[config.mk]
export PLATFORM = sky130hd
export DESIGN_NAME = instr_fetch_unit
export DESIGN_NICKNAME = d
export VERILOG_FILES = /design/src/rtl/instr_fetch_unit.sv
export SDC_FILE = /design/constraint.sdc
export NUM_CORES = 1
export LEC_CHECK = 0
export BUFFER_PORTS_ARGS = -buffer_cell sky130_fd_sc_hd__buf_2
export CORE_ASPECT_RATIO = 0.6
export CORE_MARGIN = 3
export CORE_UTILIZATION = 43
export DETAILED_ROUTE_END_ITERATION = 12
export PLACE_DENSITY = 0.59
export SYNTH_ARGS = -nofsm -noshare
export SYNTH_HDL_FRONTEND = slang
export SYNTH_SLANG_ARGS = --single-unit
export TNS_END_PERCENT = 50
[constraint.sdc]
create_clock -name clk -period 6.85 [get_ports clk]
set_input_delay 0.685 -clock clk [delete_from_list [all_inputs] [get_ports clk]]
set_output_delay 0.685 -clock clk [all_outputs]
set_load 0.01 [all_outputs]
[src/rtl/instr_fetch_unit.sv]
// Instruction fetch unit: fetches 16-bit words over a req/ack memory
// handshake into a 2-entry prefetch buffer and loads the instruction
// register on demand from the controller's control word.
//
// Memory handshake: mem_req is registered and, once raised, stays high with
// mem_addr frozen until the cycle in which mem_ack=1 (that cycle may be the
// first one mem_req is high); only a reset withdraws a request early.
// mem_rdata is consumed only in a cycle with mem_req=1 and mem_ack=1.
module instr_fetch_unit #(
  parameter int                ADDR_W   = 16,
  parameter logic [ADDR_W-1:0] RESET_PC = '0,
  parameter int                DEPTH    = 2
) (
  input  logic              clk,
  input  logic              rstn,
  output logic              mem_req,
  output logic [ADDR_W-1:0] mem_addr,
  input  logic              mem_ack,
  input  logic [15:0]       mem_rdata,
  input  logic              ir_load,
  input  logic              pc_load,
  input  logic [ADDR_W-1:0] pc_load_val,
  output logic [15:0]       IRF_val,
  output logic [ADDR_W-1:0] ir_pc,
  output logic              ir_valid,
  output logic              ir_stall,
  output logic [1:0]        o_dbg_state
);

  localparam logic [1:0] S_IDLE   = 2'd0;  // no request outstanding
  localparam logic [1:0] S_WAIT   = 2'd1;  // request outstanding, data kept
  localparam logic [1:0] S_DROP   = 2'd2;  // request outstanding, data discarded
  localparam logic [1:0] LP_DEPTH = 2'(DEPTH);

  logic [1:0]        r_state;
  logic [1:0]        w_state_nxt;

  logic              r_mem_req;
  logic [ADDR_W-1:0] r_mem_addr;
  logic [ADDR_W-1:0] r_fetch_pc;
  logic [1:0]        r_count;
  logic              r_rd_ptr;
  logic              r_wr_ptr;
  logic [15:0]       r_buf_data [2];
  logic [ADDR_W-1:0] r_buf_addr [2];

  logic [15:0]       r_ir_data;
  logic [ADDR_W-1:0] r_ir_pc;
  logic              r_ir_valid;

  logic              w_ack;
  logic              w_push;
  logic              w_pop;
  logic [1:0]        w_count_nxt;
  logic              w_room;
  logic [ADDR_W-1:0] w_pc_inc;
  logic              w_req_nxt;
  logic [ADDR_W-1:0] w_addr_nxt;
  logic [ADDR_W-1:0] w_fetch_pc_nxt;

  // An ack only means something while our request is up.
  assign w_ack    = mem_ack & r_mem_req;
  // Only WAIT keeps returned data; a redirect in the ack cycle discards it.
  assign w_push   = w_ack & (r_state == S_WAIT) & ~pc_load;
  // A redirect wins over an IR load; the load is simply ignored.
  assign w_pop    = ir_load & ~pc_load & (r_count != 2'd0);
  assign ir_stall = ir_load & ~pc_load & (r_count == 2'd0);
  // Occupancy after this cycle's flush/push/pop; a new request is only
  // issued when the word it returns is guaranteed a free slot.
  assign w_count_nxt = pc_load ? 2'd0
                     : (r_count + {1'b0, w_push} - {1'b0, w_pop});
  assign w_room   = (w_count_nxt < LP_DEPTH);
  assign w_pc_inc = r_fetch_pc + ADDR_W'(1);

  // Fetch FSM state register.
  always_ff @(posedge clk) begin
    if (rstn) r_state <= S_IDLE;
    else      r_state <= w_state_nxt;
  end

  // Fetch FSM next-state logic.
  always_comb begin
    w_state_nxt = r_state;
    case (r_state)
      S_IDLE: begin
        if (!pc_load && w_room) w_state_nxt = S_WAIT;
      end
      S_WAIT: begin
        if (w_ack) begin
          if (!pc_load && !w_room) w_state_nxt = S_IDLE;
        end else if (pc_load) begin
          w_state_nxt = S_DROP;
        end
      end
      S_DROP: begin
        if (w_ack) w_state_nxt = S_WAIT;
      end
      default: w_state_nxt = S_IDLE;
    endcase
  end

  // Fetch FSM outputs: next request/address and next fetch pointer.
  always_comb begin
    w_req_nxt      = r_mem_req;
    w_addr_nxt     = r_mem_addr;
    w_fetch_pc_nxt = r_fetch_pc;
    case (r_state)
      S_IDLE: begin
        if (pc_load) begin
          w_fetch_pc_nxt = pc_load_val;
        end else if (w_room) begin
          w_req_nxt  = 1'b1;
          w_addr_nxt = r_fetch_pc;
        end
      end
      S_WAIT: begin
        if (pc_load) begin
          // Redirect: if the old request completes now, start the new one.
          w_fetch_pc_nxt = pc_load_val;
          if (w_ack) begin
            w_req_nxt  = 1'b1;
            w_addr_nxt = pc_load_val;
          end
        end else if (w_ack) begin
          w_fetch_pc_nxt = w_pc_inc;
          if (w_room) begin
            w_req_nxt  = 1'b1;
            w_addr_nxt = w_pc_inc;
          end else begin
            w_req_nxt  = 1'b0;
          end
        end
      end
      S_DROP: begin
        if (pc_load) w_fetch_pc_nxt = pc_load_val;
        // fetch_pc already holds the redirect target.
        if (w_ack) begin
          w_req_nxt  = 1'b1;
          w_addr_nxt = pc_load ? pc_load_val : r_fetch_pc;
        end
      end
      default: w_req_nxt = 1'b0;
    endcase
  end

  // Request registers, fetch pointer and buffer bookkeeping.
  always_ff @(posedge clk) begin
    if (rstn) begin
      r_mem_req  <= 1'b0;
      r_mem_addr <= RESET_PC;
      r_fetch_pc <= RESET_PC;
      r_count    <= 2'd0;
      r_rd_ptr   <= 1'b0;
      r_wr_ptr   <= 1'b0;
    end else begin
      r_mem_req  <= w_req_nxt;
      r_mem_addr <= w_addr_nxt;
      r_fetch_pc <= w_fetch_pc_nxt;
      r_count    <= w_count_nxt;
      if (pc_load) begin
        r_rd_ptr <= 1'b0;
        r_wr_ptr <= 1'b0;
      end else begin
        if (w_push) r_wr_ptr <= ~r_wr_ptr;
        if (w_pop)  r_rd_ptr <= ~r_rd_ptr;
      end
    end
  end

  // Prefetch buffer storage: word plus the address it was fetched from.
  always_ff @(posedge clk) begin
    if (w_push) begin
      r_buf_data[r_wr_ptr] <= mem_rdata;
      r_buf_addr[r_wr_ptr] <= r_mem_addr;
    end
  end

  // Instruction register load from the buffer head.
  always_ff @(posedge clk) begin
    if (rstn) begin
      r_ir_data  <= 16'h0000;
      r_ir_pc    <= '0;
      r_ir_valid <= 1'b0;
    end else if (w_pop) begin
      r_ir_data  <= r_buf_data[r_rd_ptr];
      r_ir_pc    <= r_buf_addr[r_rd_ptr];
      r_ir_valid <= 1'b1;
    end
  end

  assign mem_req     = r_mem_req;
  assign mem_addr    = r_mem_addr;
  assign IRF_val     = r_ir_data;
  assign ir_pc       = r_ir_pc;
  assign ir_valid    = r_ir_valid;
  assign o_dbg_state = r_state;

endmodule

==> flow_summary.yaml <==
route:
  drt_pass1_iterations: 5
  route.met2.wl_um: 6560
  wl_met1_um: 7960
  number_of_vias_in_the_routed_layout: 4828
  drc: 0
  postRouteAntennaNets: 0
  routed_wirelength_um: 16100
  initialDrtViolationCount: 397
  viasPerCell: 5.64
  routed_length_per_instance_um: 18.8
  met3RoutedLength_um: 1510
  highest_layer: "met4"
pwr:
  p_leak_nw: 2.66
  sw_share_pct: 33.9
  vdd_drop_max_v: 0.000168
  combinationalPowerShare_pct: 23.1
  power_frac_seq_pct: 40.5
  switching_power_w: 0.000877
  cellPowerDensity_nw_per_um2: 354
  power_report.internal_total_w: 0.00171
  clock_power_share_pct: 36.4
finish:
  most-common-layout-cells: "89 x sky130_fd_sc_hd__buf_2, 73 x sky130_fd_sc_hd__nor2_1, 71 x sky130_fd_sc_hd__dfxtp_1, 64 x sky130_fd_sc_hd__edfxtp_1, 41 x sky130_fd_sc_hd__mux2i_1"
  diode_insertion_count_for_antenna_repair: 0
  fraction_of_layout_cells_with_a_size_suffix_above_1_pct: 21.2
  layout.cells.most_common: "sky130_fd_sc_hd__buf_2"
  nets: 696
  flow.area_growth_from_synthesis_pct: 18.5
yosys:
  yosys_most_used_dff: "sky130_fd_sc_hd__dfxtp_1"
  synth_edf_count: 64
  synth-warning-count: 0
  postSynth.asyncResetShare_pct: 0
  synth_seq_area_share_pct: 54.5
  postSynthCellCount: 582
  syn_area_sq_um: 6170
  synthesis.area_per_instance_sq_um: 10.6
  synth.net_count: 627
  ys_seq_elements: 136
  synth.lib_cells_used.distinct: 66
worst_hold_path:
  worst_hold_path_type: "in2reg"
global_route:
  grt_antenna_before_repair: 0
  grt_max_degree: 79
  first_global_vias: 4493
  gr-usage-all-layers_pct: 20.4
  grt_pass1_wl_um: 25300
  grt_overflow: 0
clock_network:
  number_of_buffers_inserted_during_clock_tree_synthesis: 17
  cts.clk_slew.worst_paths_ns: 0.07
  post_cts_resized: 0
  clockBufferDepth: 2
  clock_sinks: 136
  post_cts_hold_buffer_count: 0
  tritoncts: "done"
  cts_root_buf: "sky130_fd_sc_hd__clkbuf_16"
  post-cts-setup-buffers: 0
  worst_skew_pair.late_latency_ns: 0.41
  h-tree-depth: 4
floorplanning:
  core_area_sq_um: 13800
  die_area_sq_um: 15900
  dieHeight_um: 98.8
  floorplan.io_pins: 90
  initial_standard_cell_utilization_of_the_core_pct: 44.6
  rows: 33
  fp.dieW_um: 161
sta:
  final.period_utilization_pct: 54.3
  final-setup-viol-count: 0
  setup_total_negative_slack_ns: 0
  slew_violations: 0
  timing.final.hold_violations: 0
  slew_headroom_pct: 24.4
  grt_setup_unrepaired: "no"
  max_clock_freq_ghz: 0.269
  final_critical_path_setup_slack_ns: 3.13
  worst_margin_pin_slew_ns: 1.12
  period_minus_slack_ns: 3.72
  fin_skew_ns: 0.0135
place:
  place.gp.congestion: 0.927
  pre_cts_ws_ns: 2.71
  dp_hpwl_um: 11100
  port_buffers: 89
critical_path:
  cp_arrival_ns: 4.03
  sort_of_element_at_the_start_of_the_critical_path: "input port"
  critPathRequiredTime_ns: 7.16
  critPathCaptureType: "register"
  critPathMaxFanout: 67
  worstSetupPathType: "in2reg"
status:
  run_status: "completed"
flow_run:
  drv.max_cap_violation_count: 0
[cell usage after synthesis, types with 9 or more instances]
cell type                   n  area share, %
sky130_fd_sc_hd__nand2_1   36            2.2
sky130_fd_sc_hd__mux2i_1   41            6.7
sky130_fd_sc_hd__nand3_1    9           0.73
sky130_fd_sc_hd__nor2_1    75            4.6
sky130_fd_sc_hd__inv_1      9           0.55
sky130_fd_sc_hd__o21ai_0   18            1.5
sky130_fd_sc_hd__dfxtp_1   72             23
sky130_fd_sc_hd__clkbuf_1  34            2.1
sky130_fd_sc_hd__a21oi_1   22            1.8
sky130_fd_sc_hd__nor3_1    16            1.3
sky130_fd_sc_hd__o211ai_1   9            1.1
sky130_fd_sc_hd__a211oi_1  39            4.7
sky130_fd_sc_hd__edfxtp_1  64             31
[path summary, 6_finish.rpt]
kind,start,endpoint,slack [ns],cells after the start
setup reg to reg,o_dbg_state[0],mem_addr[9],3.31,11
setup / recovery,pc_load,mem_addr[9],3.13,13
hold reg to reg,ir_pc[10],ir_pc[10],0.49,2
hold / removal,mem_rdata[10],r_buf_data[1][10],0.46,1
[cell type report]
cell class,instances,area [sq um]
clock buffer,17,425
clock inverter,15,181
fill,1238,6520
inverter,10,37.5
multi-input combinational,392,2580
sequential,136,3360
tap,192,240
timing repair buffer,94,483
[logic make-up (layout without fill, tap and decap cells)]
group,after synthesis,in the layout,synth area share (%)
simple gates,184,184,14.1
fa+ha+maj,8,8,1.62
xor+xnor,11,11,1.80
flops,136,136,54.5
compound gates,147,147,17.2
mux,42,42,6.83
buf+inv,54,136,3.93
[per-stage QoR]
step	util [%]	power, W	cells	cell area, sq um	hold slack [ns]
after floorplan	-	0.00146	582	6170	0.495
final	52.9	0.00259	856	7310	0.458
after global placement	48.5	0.00164	824	6700	0.474
after global routing	52.9	0.00270	856	7310	0.446
after CTS	52.9	0.00259	856	7310	0.451
after detailed placement	48.5	0.00165	824	6700	0.480
[layer usage]
metal,GRT usage (%),up-vias
met5,0,-
met1,31.2,2295
met3,6.47,10
met2,28.0,196
met4,4.73,0
li1,-,2327
[state kept, by name (all words and copies together) (netlist names)]
signal,flops
r_buf_addr,32
mem_req,1
ir_valid,1
r_fetch_pc,16
mem_addr,16
r_count,2
IRF_val,16
ir_pc,16
r_rd_ptr,1
o_dbg_state,2
r_wr_ptr,1
r_buf_data,32
[critical path, stage by stage]
cell                       delay (ns)
sky130_fd_sc_hd__buf_2           0.11
sky130_fd_sc_hd__clkinv_1        0.30
sky130_fd_sc_hd__nand2_1         0.19
sky130_fd_sc_hd__nor2_4          0.11
sky130_fd_sc_hd__buf_4           0.52
sky130_fd_sc_hd__ha_1            0.35
sky130_fd_sc_hd__inv_1           0.05
sky130_fd_sc_hd__ha_1            0.14
sky130_fd_sc_hd__xnor3_2         0.30
sky130_fd_sc_hd__or3_1           0.39
sky130_fd_sc_hd__o211ai_1        0.49
sky130_fd_sc_hd__a221oi_1        0.11
sky130_fd_sc_hd__a211oi_1        0.28
[power groups by stage]
stage          clock [W]  sequential [W]  combinational [W]
2_1_floorplan          0         0.00104           0.000425
3_3_place_gp           0         0.00106           0.000578
6_report        0.000942         0.00105           0.000596
5_1_grt         0.000989         0.00106           0.000654
3_5_place_dp           0         0.00106           0.000584
4_1_cts         0.000953         0.00105           0.000589
No activity file was read; power rests on OpenSTA's default activity.
